### src/rtl/fetch_stage_if.sv
// Fetch-stage bus: pipeline control in, instruction-memory handshake, IF/ID outputs.
// Latency: none; this is a bundle of wires.
// Backpressure: imem_ready completes a request; stall freezes the IF/ID register.
interface fetch_stage_if;
    logic        stall;
    logic        flush;
    logic        branch_taken;
    logic [31:0] branch_target;
    logic        imem_req;
    logic [31:0] imem_addr;
    logic [31:0] imem_data;
    logic        imem_ready;
    logic [31:0] instruction;
    logic [31:0] instr_pc;
    logic        instr_valid;

    // The fetch stage drives the memory request and the IF/ID outputs.
    modport master (
        input  stall, flush, branch_taken, branch_target, imem_data, imem_ready,
        output imem_req, imem_addr, instruction, instr_pc, instr_valid
    );

    // The surrounding pipeline and instruction memory.
    modport slave (
        output stall, flush, branch_taken, branch_target, imem_data, imem_ready,
        input  imem_req, imem_addr, instruction, instr_pc, instr_valid
    );
endinterface

### src/rtl/fetch_stage.sv
// Instruction fetch with PC, one-entry skid buffer and IF/ID register; bubbles are all-zero words.
// Latency: a word completing in cycle N is on instruction in cycle N+1; one word per cycle.
// Backpressure: stall holds IF/ID; a word landing during stall is parked and fetch pauses.
module fetch_stage #(
    parameter logic [31:0] RESET_PC = 32'h0000_0000
) (
    input  logic           clk,
    input  logic           rst_n,
    fetch_stage_if.master  bus
);

    typedef enum logic {
        FETCH = 1'b0,
        HELD  = 1'b1
    } state_t;

    typedef struct packed {
        logic [31:0] dat;
        logic [31:0] pc;
        logic        vld;
    } ifid_t;

    localparam ifid_t NOOP = '{dat: 32'h0, pc: 32'h0, vld: 1'b0};

    state_t      state, state_n;
    logic [31:0] pc, pc_n;
    logic [31:0] skid_dat, skid_dat_n;
    ifid_t       ifid, ifid_n;
    logic        done;

    // Request only while out of reset and not holding a parked word.
    assign bus.imem_req  = rst_n && (state == FETCH);
    assign bus.imem_addr = pc;
    assign done          = bus.imem_req && bus.imem_ready;

    assign bus.instruction = ifid.dat;
    assign bus.instr_pc    = ifid.pc;
    assign bus.instr_valid = ifid.vld;

    // FSM state register.
    always_ff @(posedge clk or negedge rst_n) begin
        if (!rst_n) begin
            state <= FETCH;
        end else begin
            state <= state_n;
        end
    end

    // Datapath registers: PC, skid buffer and IF/ID.
    always_ff @(posedge clk or negedge rst_n) begin
        if (!rst_n) begin
            pc       <= RESET_PC;
            skid_dat <= 32'h0;
            ifid     <= NOOP;
        end else begin
            pc       <= pc_n;
            skid_dat <= skid_dat_n;
            ifid     <= ifid_n;
        end
    end

    // Next state: branch beats flush beats stall beats normal flow.
    always_comb begin
        state_n    = state;
        pc_n       = pc;
        skid_dat_n = skid_dat;
        ifid_n     = ifid;

        if (bus.branch_taken) begin
            // Redirect; anything in flight or parked is younger than the branch.
            pc_n       = bus.branch_target & 32'hFFFF_FFFC;
            ifid_n     = NOOP;
            skid_dat_n = 32'h0;
            state_n    = FETCH;
        end else if (bus.flush) begin
            // PC is left alone so a word completing now is fetched again.
            ifid_n     = NOOP;
            skid_dat_n = 32'h0;
            state_n    = FETCH;
        end else if (bus.stall) begin
            // IF/ID holds; a word finishing now is parked and PC moves past it.
            if (state == FETCH && done) begin
                skid_dat_n = bus.imem_data;
                pc_n       = pc + 32'd4;
                state_n    = HELD;
            end
        end else if (state == HELD) begin
            // Drain the parked word; PC already points one past it.
            ifid_n  = '{dat: skid_dat, pc: pc - 32'd4, vld: 1'b1};
            state_n = FETCH;
        end else if (done) begin
            ifid_n = '{dat: bus.imem_data, pc: pc, vld: 1'b1};
            pc_n   = pc + 32'd4;
        end else begin
            ifid_n = NOOP;
        end
    end

endmodule

### src/flat_wrapper.sv
// flat-port wrapper written by rule: the top's interface ports become plain ports
module fetch_stage_flat 
#(
    parameter logic [31:0] RESET_PC = 32'h0000_0000
)
  (clk, rst_n, bus_stall, bus_flush, bus_branch_taken, bus_branch_target, bus_imem_data, bus_imem_ready, bus_imem_req, bus_imem_addr, bus_instruction, bus_instr_pc, bus_instr_valid);
  fetch_stage_if bus_i ();
  input  logic clk;
  input  logic rst_n;
  input wire logic [$bits(bus_i.stall)-1:0] bus_stall;
  input wire logic [$bits(bus_i.flush)-1:0] bus_flush;
  input wire logic [$bits(bus_i.branch_taken)-1:0] bus_branch_taken;
  input wire logic [$bits(bus_i.branch_target)-1:0] bus_branch_target;
  input wire logic [$bits(bus_i.imem_data)-1:0] bus_imem_data;
  input wire logic [$bits(bus_i.imem_ready)-1:0] bus_imem_ready;
  output wire logic [$bits(bus_i.imem_req)-1:0] bus_imem_req;
  output wire logic [$bits(bus_i.imem_addr)-1:0] bus_imem_addr;
  output wire logic [$bits(bus_i.instruction)-1:0] bus_instruction;
  output wire logic [$bits(bus_i.instr_pc)-1:0] bus_instr_pc;
  output wire logic [$bits(bus_i.instr_valid)-1:0] bus_instr_valid;
  assign bus_i.stall = bus_stall;
  assign bus_i.flush = bus_flush;
  assign bus_i.branch_taken = bus_branch_taken;
  assign bus_i.branch_target = bus_branch_target;
  assign bus_i.imem_data = bus_imem_data;
  assign bus_i.imem_ready = bus_imem_ready;
  assign bus_imem_req = bus_i.imem_req;
  assign bus_imem_addr = bus_i.imem_addr;
  assign bus_instruction = bus_i.instruction;
  assign bus_instr_pc = bus_i.instr_pc;
  assign bus_instr_valid = bus_i.instr_valid;
  fetch_stage #(.RESET_PC(RESET_PC)) u_core (.clk(clk), .rst_n(rst_n), .bus(bus_i));
endmodule
### config.mk
export PLATFORM = sky130hd
export DESIGN_NAME = fetch_stage_flat
export DESIGN_NICKNAME = d
export VERILOG_FILES = /design/src/rtl/fetch_stage_if.sv /design/src/rtl/fetch_stage.sv /design/src/flat_wrapper.sv
export SDC_FILE = /design/constraint.sdc
export NUM_CORES = 1
export LEC_CHECK = 0
export ABC_CLOCK_PERIOD_IN_PS = 2200
export BUFFER_PORTS_ARGS = -buffer_cell sky130_fd_sc_hd__clkbuf_2
export CORE_MARGIN = 4
export CORE_UTILIZATION = 39
export CTS_CLUSTER_DIAMETER = 120
export DETAILED_ROUTE_END_ITERATION = 8
export GPL_TIMING_DRIVEN = 0
export HOLD_SLACK_MARGIN = 0.15
export REMOVE_ABC_BUFFERS = 1
export SETUP_SLACK_MARGIN = 0.5
export SYNTH_ARGS = -nofsm -noshare
export SYNTH_HDL_FRONTEND = slang
export SYNTH_SLANG_ARGS = --single-unit
### constraint.sdc
create_clock -name clk -period 2.2 [get_ports clk]
set_input_delay 0.11 -clock clk [delete_from_list [all_inputs] [get_ports clk]]
set_output_delay 0.11 -clock clk [all_outputs]
set_load 0.01 [all_outputs]
Word level (Yosys, flattened, before mapping)
Cells that the tools add are included.
- flip-flop bits (word level): 130
- input port bits: 70
- output and inout port bits: 98
- logic and storage cells: 41
- add/sub/neg operators: 2
- equal/unequal tests: 5
- muxes and demuxes: 19
- bitwise gates (word level): 1
- reduce and logical (&&, ||, !) cells: 8
- operators with widths (operator ; number):
    65-bit two-way mux ; 5
    32-bit two-way mux ; 10
    32-bit by 3-bit adder with 32-bit output (second input constant) ; 1
    32-bit by 3-bit subtractor with 32-bit output (second input constant) ; 1
    3-bit nonzero test ; 3
    3-bit by 1-bit inequality test with 1-bit output (second input constant) ; 2
    1-bit two-way mux ; 4
    4-bit by 1-bit inequality test with 1-bit output (second input constant) ; 1
    4-bit AND reduction ; 1
    1-bit logical AND ; 3
    3-bit inequality test (second input constant) ; 1
    2-bit by 1-bit inequality test with 1-bit output (second input constant) ; 1
    2-bit AND reduction ; 1
    1-bit NOT ; 1

Longest topological paths before layout
Gate-level depths: netlist of the first run.
- word-level depth: 8
- gate-level depth with buffers: 8

Worst setup path after synthesis of the first run
OpenSTA, ideal clock, no wires.
- path kind: reg2reg
- start: register u_core.pc[15] (netlist: u_core.bus.imem_addr[15])
- end: register u_core.ifid, in the netlist u_core.bus.instr_pc[27]
- library setup time: 0.121 ns
- arrival time: 1.940 ns
- data required time: 2.079 ns
- path slack: 0.139 ns
- cell stages (with the launch flop): 7
- buffers on the path: 1
- clock period less this slack: 2.061 ns
- cells stage by stage: dfrtp_1 > buf_6 > or4_4 > nor4_4 > nand4b_1 > mux2i_1 > a22o_1
- longest elaborated chain between the ends: 5
- ends and longest elaborated chain (what ; RTL line ; source):
    start: declaration ; fetch_stage.sv:26 ; logic [31:0] pc, pc_n;
    start signal: assignment ; fetch_stage.sv:56 ; pc <= pc_n;
    32-bit by 3-bit subtractor with 32-bit output ; fetch_stage.sv:89 ; ifid_n = '{dat: skid_dat, pc: pc - 32'd4, vld: 1'b1};
    65-bit two-way mux ; fetch_stage.sv:87 ; end else if (state == HELD) begin
    65-bit two-way mux ; fetch_stage.sv:80 ; end else if (bus.stall) begin
    65-bit two-way mux ; fetch_stage.sv:75 ; end else if (bus.flush) begin
    65-bit two-way mux ; fetch_stage.sv:69 ; if (bus.branch_taken) begin
    end signal: assignment ; fetch_stage.sv:58 ; ifid <= ifid_n;
    end: declaration ; fetch_stage.sv:28 ; ifid_t ifid, ifid_n;
Every way passes these cells. The select of a mux whose other input is x is not followed.
A chain may end at the register's enable or synchronous reset.

Worst setup path after layout of the first run
- start: register u_core.pc[10] (netlist: u_core.bus.imem_addr[10])
- end: register u_core.ifid, in the netlist u_core.bus.instr_pc[17]
Same word-level chain as after synthesis.

==> results of run 1 <==
==> worst max-delay path by stage <==
stage	endpoint	cells after the start	slack, ns
2_1_floorplan	u_core.bus.instr_pc[17]	2	-3.76
3_3_place_gp	u_core.bus.instr_pc[23]	3	-7.80
3_5_place_dp	u_core.bus.imem_addr[31]	7	-1.19
4_1_cts	u_core.bus.instr_pc[26]	6	0.18
5_1_grt	u_core.bus.instr_pc[26]	6	0.12
6_report	u_core.bus.instr_pc[17]	6	0.18
==> state kept, by name (all words and copies together), names as in the netlist <==
register                count
u_core.state                1
u_core.bus.instr_valid      1
u_core.bus.instr_pc        31
u_core.skid_dat            32
u_core.bus.imem_addr       30
u_core.bus.instruction     32
==> cell type report <==
cell class	count	share of cell area, %
Clock buffer	17	4.118
Clock inverter	15	1.792
Inverter	3	0.1090
Multi-Input combinational cell	438	33.16
Sequential cell	127	31.09
Tap cell	216	2.616
Timing Repair Buffer	340	27.12
==> cell families after synthesis <==
family,count (synthesis)
and+or+nand+nor,217
other,1
muxes,19
xor gates and xnor gates,30
buffers and inverters,70
DFF,127
AOI/OAI and AO/OA,166
adders and majority gates,2
==> worst max-delay path: stages, from the launching register on <==
cell and delay, ns:
dfrtp_4 0.49, or4_4 0.56, nor3_4 0.20, buf_6 0.15, and3_4 0.19, nor2_2 0.03
a221o_1 0.26
==> what timing repair did <==
| item | CTS | global route |
|---|---|---|
| buffers inserted | 56 | 31 |
| hold buffers | 65 | 6 |
| resized for setup | 116 | 97 |
| cloned | 5 | 4 |
| hold endpoints to repair | 221 | 81 |
| endpoints found under the setup margin | 128 | 122 |
| pin swaps | 38 | 44 |
==> metal layers <==
layer | track usage (%) | up-vias | share of wire [%]
met3 | 4.903 | 40 | 5.4
met1 | 29.77 | 3226 | 42
met4 | 7.223 | 0 | 2.4
met5 | 0 | - | 0
li1 | - | 2933 | -
met2 | 38.99 | 245 | 50
==> placed cells by master (no fill, tap or decap), types with 6 or more instances in the layout <==
cell / n
buf_8: 6
nand4_1: 15
dfrtp_1: 104
a22oi_1: 12
dfrtp_2: 21
nor4_4: 7
clkbuf_2: 161
nor3_1: 6
a22o_1: 21
buf_16: 11
nand2_1: 91
a22oi_2: 21
dlygate4sd3_1: 66
o21ai_1: 48
clkbuf_16: 20
nor2_1: 8
mux2i_1: 15
xor2_1: 11
nor3_4: 9
buf_4: 57
xnor2_1: 17
a32o_1: 32
buf_6: 30
nand3_1: 18
o21ai_0: 12
==> stage by stage <==
stage / area, sq um / std cells / utilization (%) / TNS (ns) / hold slack [ns]
after floorplan: 6056 / 566 / - / -366.11 / -0.1856
after global placement: 7142 / 945 / 44.96 / -965.87 / 0.3249
after detailed placement: 7353 / 957 / 46.29 / -63.71 / 0.07438
after CTS: 9594 / 1115 / 60.40 / 0 / -0.2434
after global routing: 10330 / 1156 / 65.04 / 0 / 0.1979
final: 10330 / 1156 / 65.04 / 0 / 0.1864
==> power groups by stage <==
stage               Clock (mW)  Sequential [mW]  Combinational (mW)
CTS                       2.94             2.53               0.930
global placement             0             2.61               0.539
global route              3.06             2.54                1.18
detailed placement           0             2.61               0.584
floorplan                    0             2.60               0.241
finish                    2.89             2.53                1.10
==> metrics.cfg, run 1 <==
[route]
routedWlPerCell_um=19.51
drt_iter0_drc=342
drt_pass1_iterations=5
route.detailed.drc=0
vias=6444
postRouteAntennaNets=0
wl_um=22560
via_per_inst=5.574

[worst_hold_path]
hold_depth=3
whs_endpoint=u_core.bus.instr_pc[29]
hold_path_class=in2reg
worstHoldStart=bus_stall

[sta]
setup_ws_ns=0.1762
timing.final.crit_share_pct=91.99
worst_pin_slew_ns=0.7246
rsz0062_at_grt=true
slew_headroom_pct=51.70
finalSetupViolations=0
drv_slew=0
skew_ns=0.007651
period_needed_ns=2.024
hold_viol=0
timing.fmax_mhz=494.1

[synth]
synth_enable_flop_cells=0
synthAdderAreaFrac_pct=0.3946
synth_cell_types=56
synth.yosys.seq_area_share_pct=50.11
syn_avg_cell_area_sq_um=10.04
yosys.area.top_type=dfrtp_1
synth_compound_area_share_pct=19.12
async_flop_share_pct=100.0
synth_area_leaders=dfrtp_1 (50%), nand2_1 (5.5%), a32o_1 (5.1%)
ys_warn_count=0
syn-cell-area_sq_mm=0.006342
synth-simple-area-share_pct=18.37
synth_top_cell_area_share_pct=50.11
synth.most_common_cell=dfrtp_1
synthMuxAreaShare_pct=3.058
synth_top_family_by_area=compound AO/OA/AOI/OAI gates
synthCells=632
synth_ff_type=dfrtp_1
ys_seq_elements=127
synthXorXnorAreaFrac_pct=4.143
yosys-top-cells-count=dfrtp_1 (127), nand2_1 (93), o21ai_0 (58)

[pwr]
p_sw_share_pct=27.10
seq_power_share_pct=38.8
ir_drop_mv=0.5292
clkPwrFrac_pct=44.4
p_sw_mw=1.768
finalPower_mw=6.525
internal_power_mw=4.757
p_leak_nw=4.737
power_frac_comb_pct=16.9
power_per_cell_area_mw_per_mm2=631.6

[global_route]
grt_antenna_before_repair=0
grt_first_pass_wirelength_um=33410
grt_pass1_vias=6301
overflow=0
grt_max_degree=88
grt.total_usage_pct=23.07

[layout]
fillers=1232
multi_input_area_sq_mm=0.003426
antennaDiodeCount=0
seq_area_sq_mm=0.003212
drive_gt1_share_pct=44.47
final_nets=999
area_delta_synth_final_pct=62.89

[outcome]
status=finished clean

[floorplanning]
core_sq_mm=0.01589
start_util_pct=39.93
dieArea_sq_mm=0.01837
row_count=46
die_height_um=135.5
io_pins=168
dieWidth_um=135.5

[clock_network]
clk_pin_slew_ns=0.06
cts_root_buf=clkbuf_16
clk_path_buf_depth=2
numCtsBuffers=17
cts.sinks=127
h-tree-depth=4
cts_tree=done
insertion_delay_ns=0.41

[critical_path]
cp.arrival_ns=2.31
reg2reg_slack_ns=0.18
path_max_fanout=3
cp-end-kind=flop
critPathLaunch=u_core.bus.imem_addr[10]
reg2regPathDepth=6
r2r_end=u_core.bus.instr_pc[17]
crit_type=reg2reg
reg2reg_from=u_core.bus.imem_addr[10]
crit_path_start_kind=flop
required_ns=2.49

[placement]
dp_hpwl_um=12420
place_congestion=0.7782
post-place-ws_ns=-1.190
io_buffers=163

[run]
drv_cap=0

(Power assumes the default switching activity.)
==> run 2: changes to the inputs <==
- GPL_TIMING_DRIVEN: 0 -> unset
==> metrics.cfg, run 2 (same netlist as run 1, synthesis figures left out) <==
[floorplanning]
dieWidth_um=135.5  ; unchanged
core_sq_mm=0.01589  ; unchanged
die_height_um=135.5  ; unchanged
io_pins=168  ; unchanged
dieArea_sq_mm=0.01837  ; unchanged
start_util_pct=39.93  ; unchanged
row_count=46  ; unchanged

[route]
drt_iter0_drc=456  ; was 342
via_per_inst=5.412  ; was 5.574
route.detailed.drc=0  ; unchanged
wl_um=19470  ; was 22560 um
routedWlPerCell_um=17.23  ; was 19.51 um
drt_pass1_iterations=5  ; unchanged
vias=6115  ; was 6444
postRouteAntennaNets=0  ; unchanged

[sta]
hold_viol=63  ; was 0
timing.final.crit_share_pct=89.21  ; was 91.99%
worst_pin_slew_ns=0.8359  ; was 0.7246 ns
drv_slew=0  ; unchanged
finalSetupViolations=0  ; unchanged
final.setup.tns_ns=0  ; unchanged
skew_ns=0.01121  ; was 0.007651 ns
period_needed_ns=1.963  ; was 2.024 ns
rsz0062_at_grt=true  ; unchanged
whs_ns=-0.09014  ; was 0.1864 ns
timing.fmax_mhz=509.5  ; was 494.1 MHz
slew_headroom_pct=44.27  ; was 51.70%

[global_route]
grt.total_usage_pct=21.21  ; was 23.07%
grt_antenna_before_repair=1  ; was 0
grt_max_degree=66  ; was 88
grt_pass1_vias=6120  ; was 6301
grt_first_pass_wirelength_um=31180  ; was 33410 um
overflow=0  ; unchanged

[pwr]
power_per_cell_area_mw_per_mm2=655.0  ; was 631.6 mW/mm^2
p_leak_nw=4.469  ; was 4.737 nW
finalPower_mw=6.229  ; was 6.525 mW
ir_drop_mv=0.5369  ; was 0.5292 mV

[clock_network]
clk_pin_slew_ns=0.06  ; about the same
h-tree-depth=4  ; unchanged
postCtsHoldBufs=64  ; was 65
cts_tree=done  ; unchanged
cts_root_buf=clkbuf_16  ; unchanged
numCtsBuffers=17  ; unchanged
cts.sinks=127  ; unchanged
insertion_delay_ns=0.41  ; about the same
clk_path_buf_depth=2  ; unchanged

[critical_path]
required_ns=2.50  ; was 2.49 ns
crit_chain=or4b_4 -> nor4_4 -> buf_4 -> nand4b_1 -> mux2i_1 -> a22o_1  ; was or4_4 -> nor3_4 -> buf_6 -> and3_4 -> nor2_2 -> a221o_1
crit_type=reg2reg  ; unchanged
cp-end-kind=flop  ; unchanged
slowest_stage=or4b_4  ; was or4_4
critPathLaunch=u_core.bus.imem_addr[3]  ; was u_core.bus.imem_addr[10]
cp.arrival_ns=2.26  ; was 2.31 ns
path_max_fanout=5  ; was 3
crit_path_start_kind=flop  ; unchanged
max_stage_delay_ns=0.63  ; was 0.56 ns
reg2reg_from=u_core.bus.imem_addr[3]  ; was u_core.bus.imem_addr[10]
reg2reg_slack_ns=0.24  ; was 0.18 ns

[placement]
place_congestion=0.8265  ; was 0.7782
dp_hpwl_um=12630  ; was 12420 um
io_buffers=163  ; unchanged

[layout]
final_cell_mix=clkbuf_2 (162), dfrtp_1 (119), nand2_1 (91), dlygate4sd3_1 (63), buf_4 (62)  ; was clkbuf_2 (161), dfrtp_1 (104), nand2_1 (91), dlygate4sd3_1 (66), buf_4 (57)
area_delta_synth_final_pct=49.93  ; was 62.89%
final_nets=971  ; was 999
mostFrequentLayoutCell=clkbuf_2  ; unchanged
drive_gt1_share_pct=37.83  ; was 44.47%

[outcome]
status=finished with violations  ; was finished clean
failed_checks=hold timing

[run]
drv_cap=0  ; unchanged

[worst_hold_path]
hold_path_class=in2async  ; was in2reg

[run 2: final cells by class]
| cell class | instances | area (sq um) |
|---|---|---|
| clock buffer | 23 | 488.0 |
| tap | 216 | 270.3 |
| clock inverter | 9 | 107.6 |
| antenna | 2 | 5.005 |
| fill | 1328 | 6376 |
| sequential | 127 | 3188 |
| timing repair buffer | 314 | 2255 |
| multi-input combinational | 436 | 3184 |
| inverter | 3 | 11.26 |
[run 2: final timing paths]
check | to | depth (start not counted)
setup / recovery | u_core.bus.instr_pc[27] | 6
hold / removal | u_core.bus.imem_addr[6] | 2
setup reg to reg | u_core.bus.instr_pc[27] | 6
hold reg to reg | u_core.bus.instruction[31] | 2
max in group asynchronous | u_core.bus.imem_addr[2] | 3
min in group clk | u_core.bus.imem_addr[2] | 4
[run 2: metrics by stage]
| step | cells | instance area, sq um | util [%] | setup WS (ns) | hold slack [ns] |
|---|---|---|---|---|---|
| 6_report | 1130 | 9509 | 59.86 | 0.2374 | -0.09014 |
| 5_1_grt | 1129 | 9507 | 59.85 | 0.1299 | -0.03714 |
| 4_1_cts | 1112 | 9169 | 57.72 | 0.2554 | -0.06096 |
| 3_5_place_dp | 990 | 7528 | 47.39 | 0.1041 | 0.1876 |
| 3_3_place_gp | 990 | 7528 | 47.39 | 0.1313 | 0.1918 |
| 2_1_floorplan | 566 | 6056 | - | -3.758 | -0.1856 |
[run 2: worst max-delay path: cells and delay by family, from the launching register on]
kind	cells	cell delay, ns
AOI/OAI and AO/OA	1	0.20
buffers and inverters	1	0.18
DFF	1	0.43
muxes	1	0.14
and+or+nand+nor	3	0.90
[run 2: where the power goes]
| group | internal (mW) | switching [mW] |
|---|---|---|
| registers | 2.41 | 0.0757 |
| clock network | 1.78 | 1.00 |
| logic | 0.442 | 0.513 |
| total | 4.64 | 1.59 |
[run 2: timing repair]
action                     CTS  global route
buffers inserted            26            15
setup endpoints to repair   74            83
pin swaps                   40            31
resized for setup           60            53
cloned                       0             1
hold endpoints to repair   190            63
[run 2: routing by layer]
layer  vias to the layer above  wire [um]  global-route usage (%)
li1                       2866          -                       -
met4                         0        323                   7.559
met5                         -          0                       0
met1                      3003       8440                   28.20
met3                        24       1317                   4.829
met2                       222       9383                   34.18
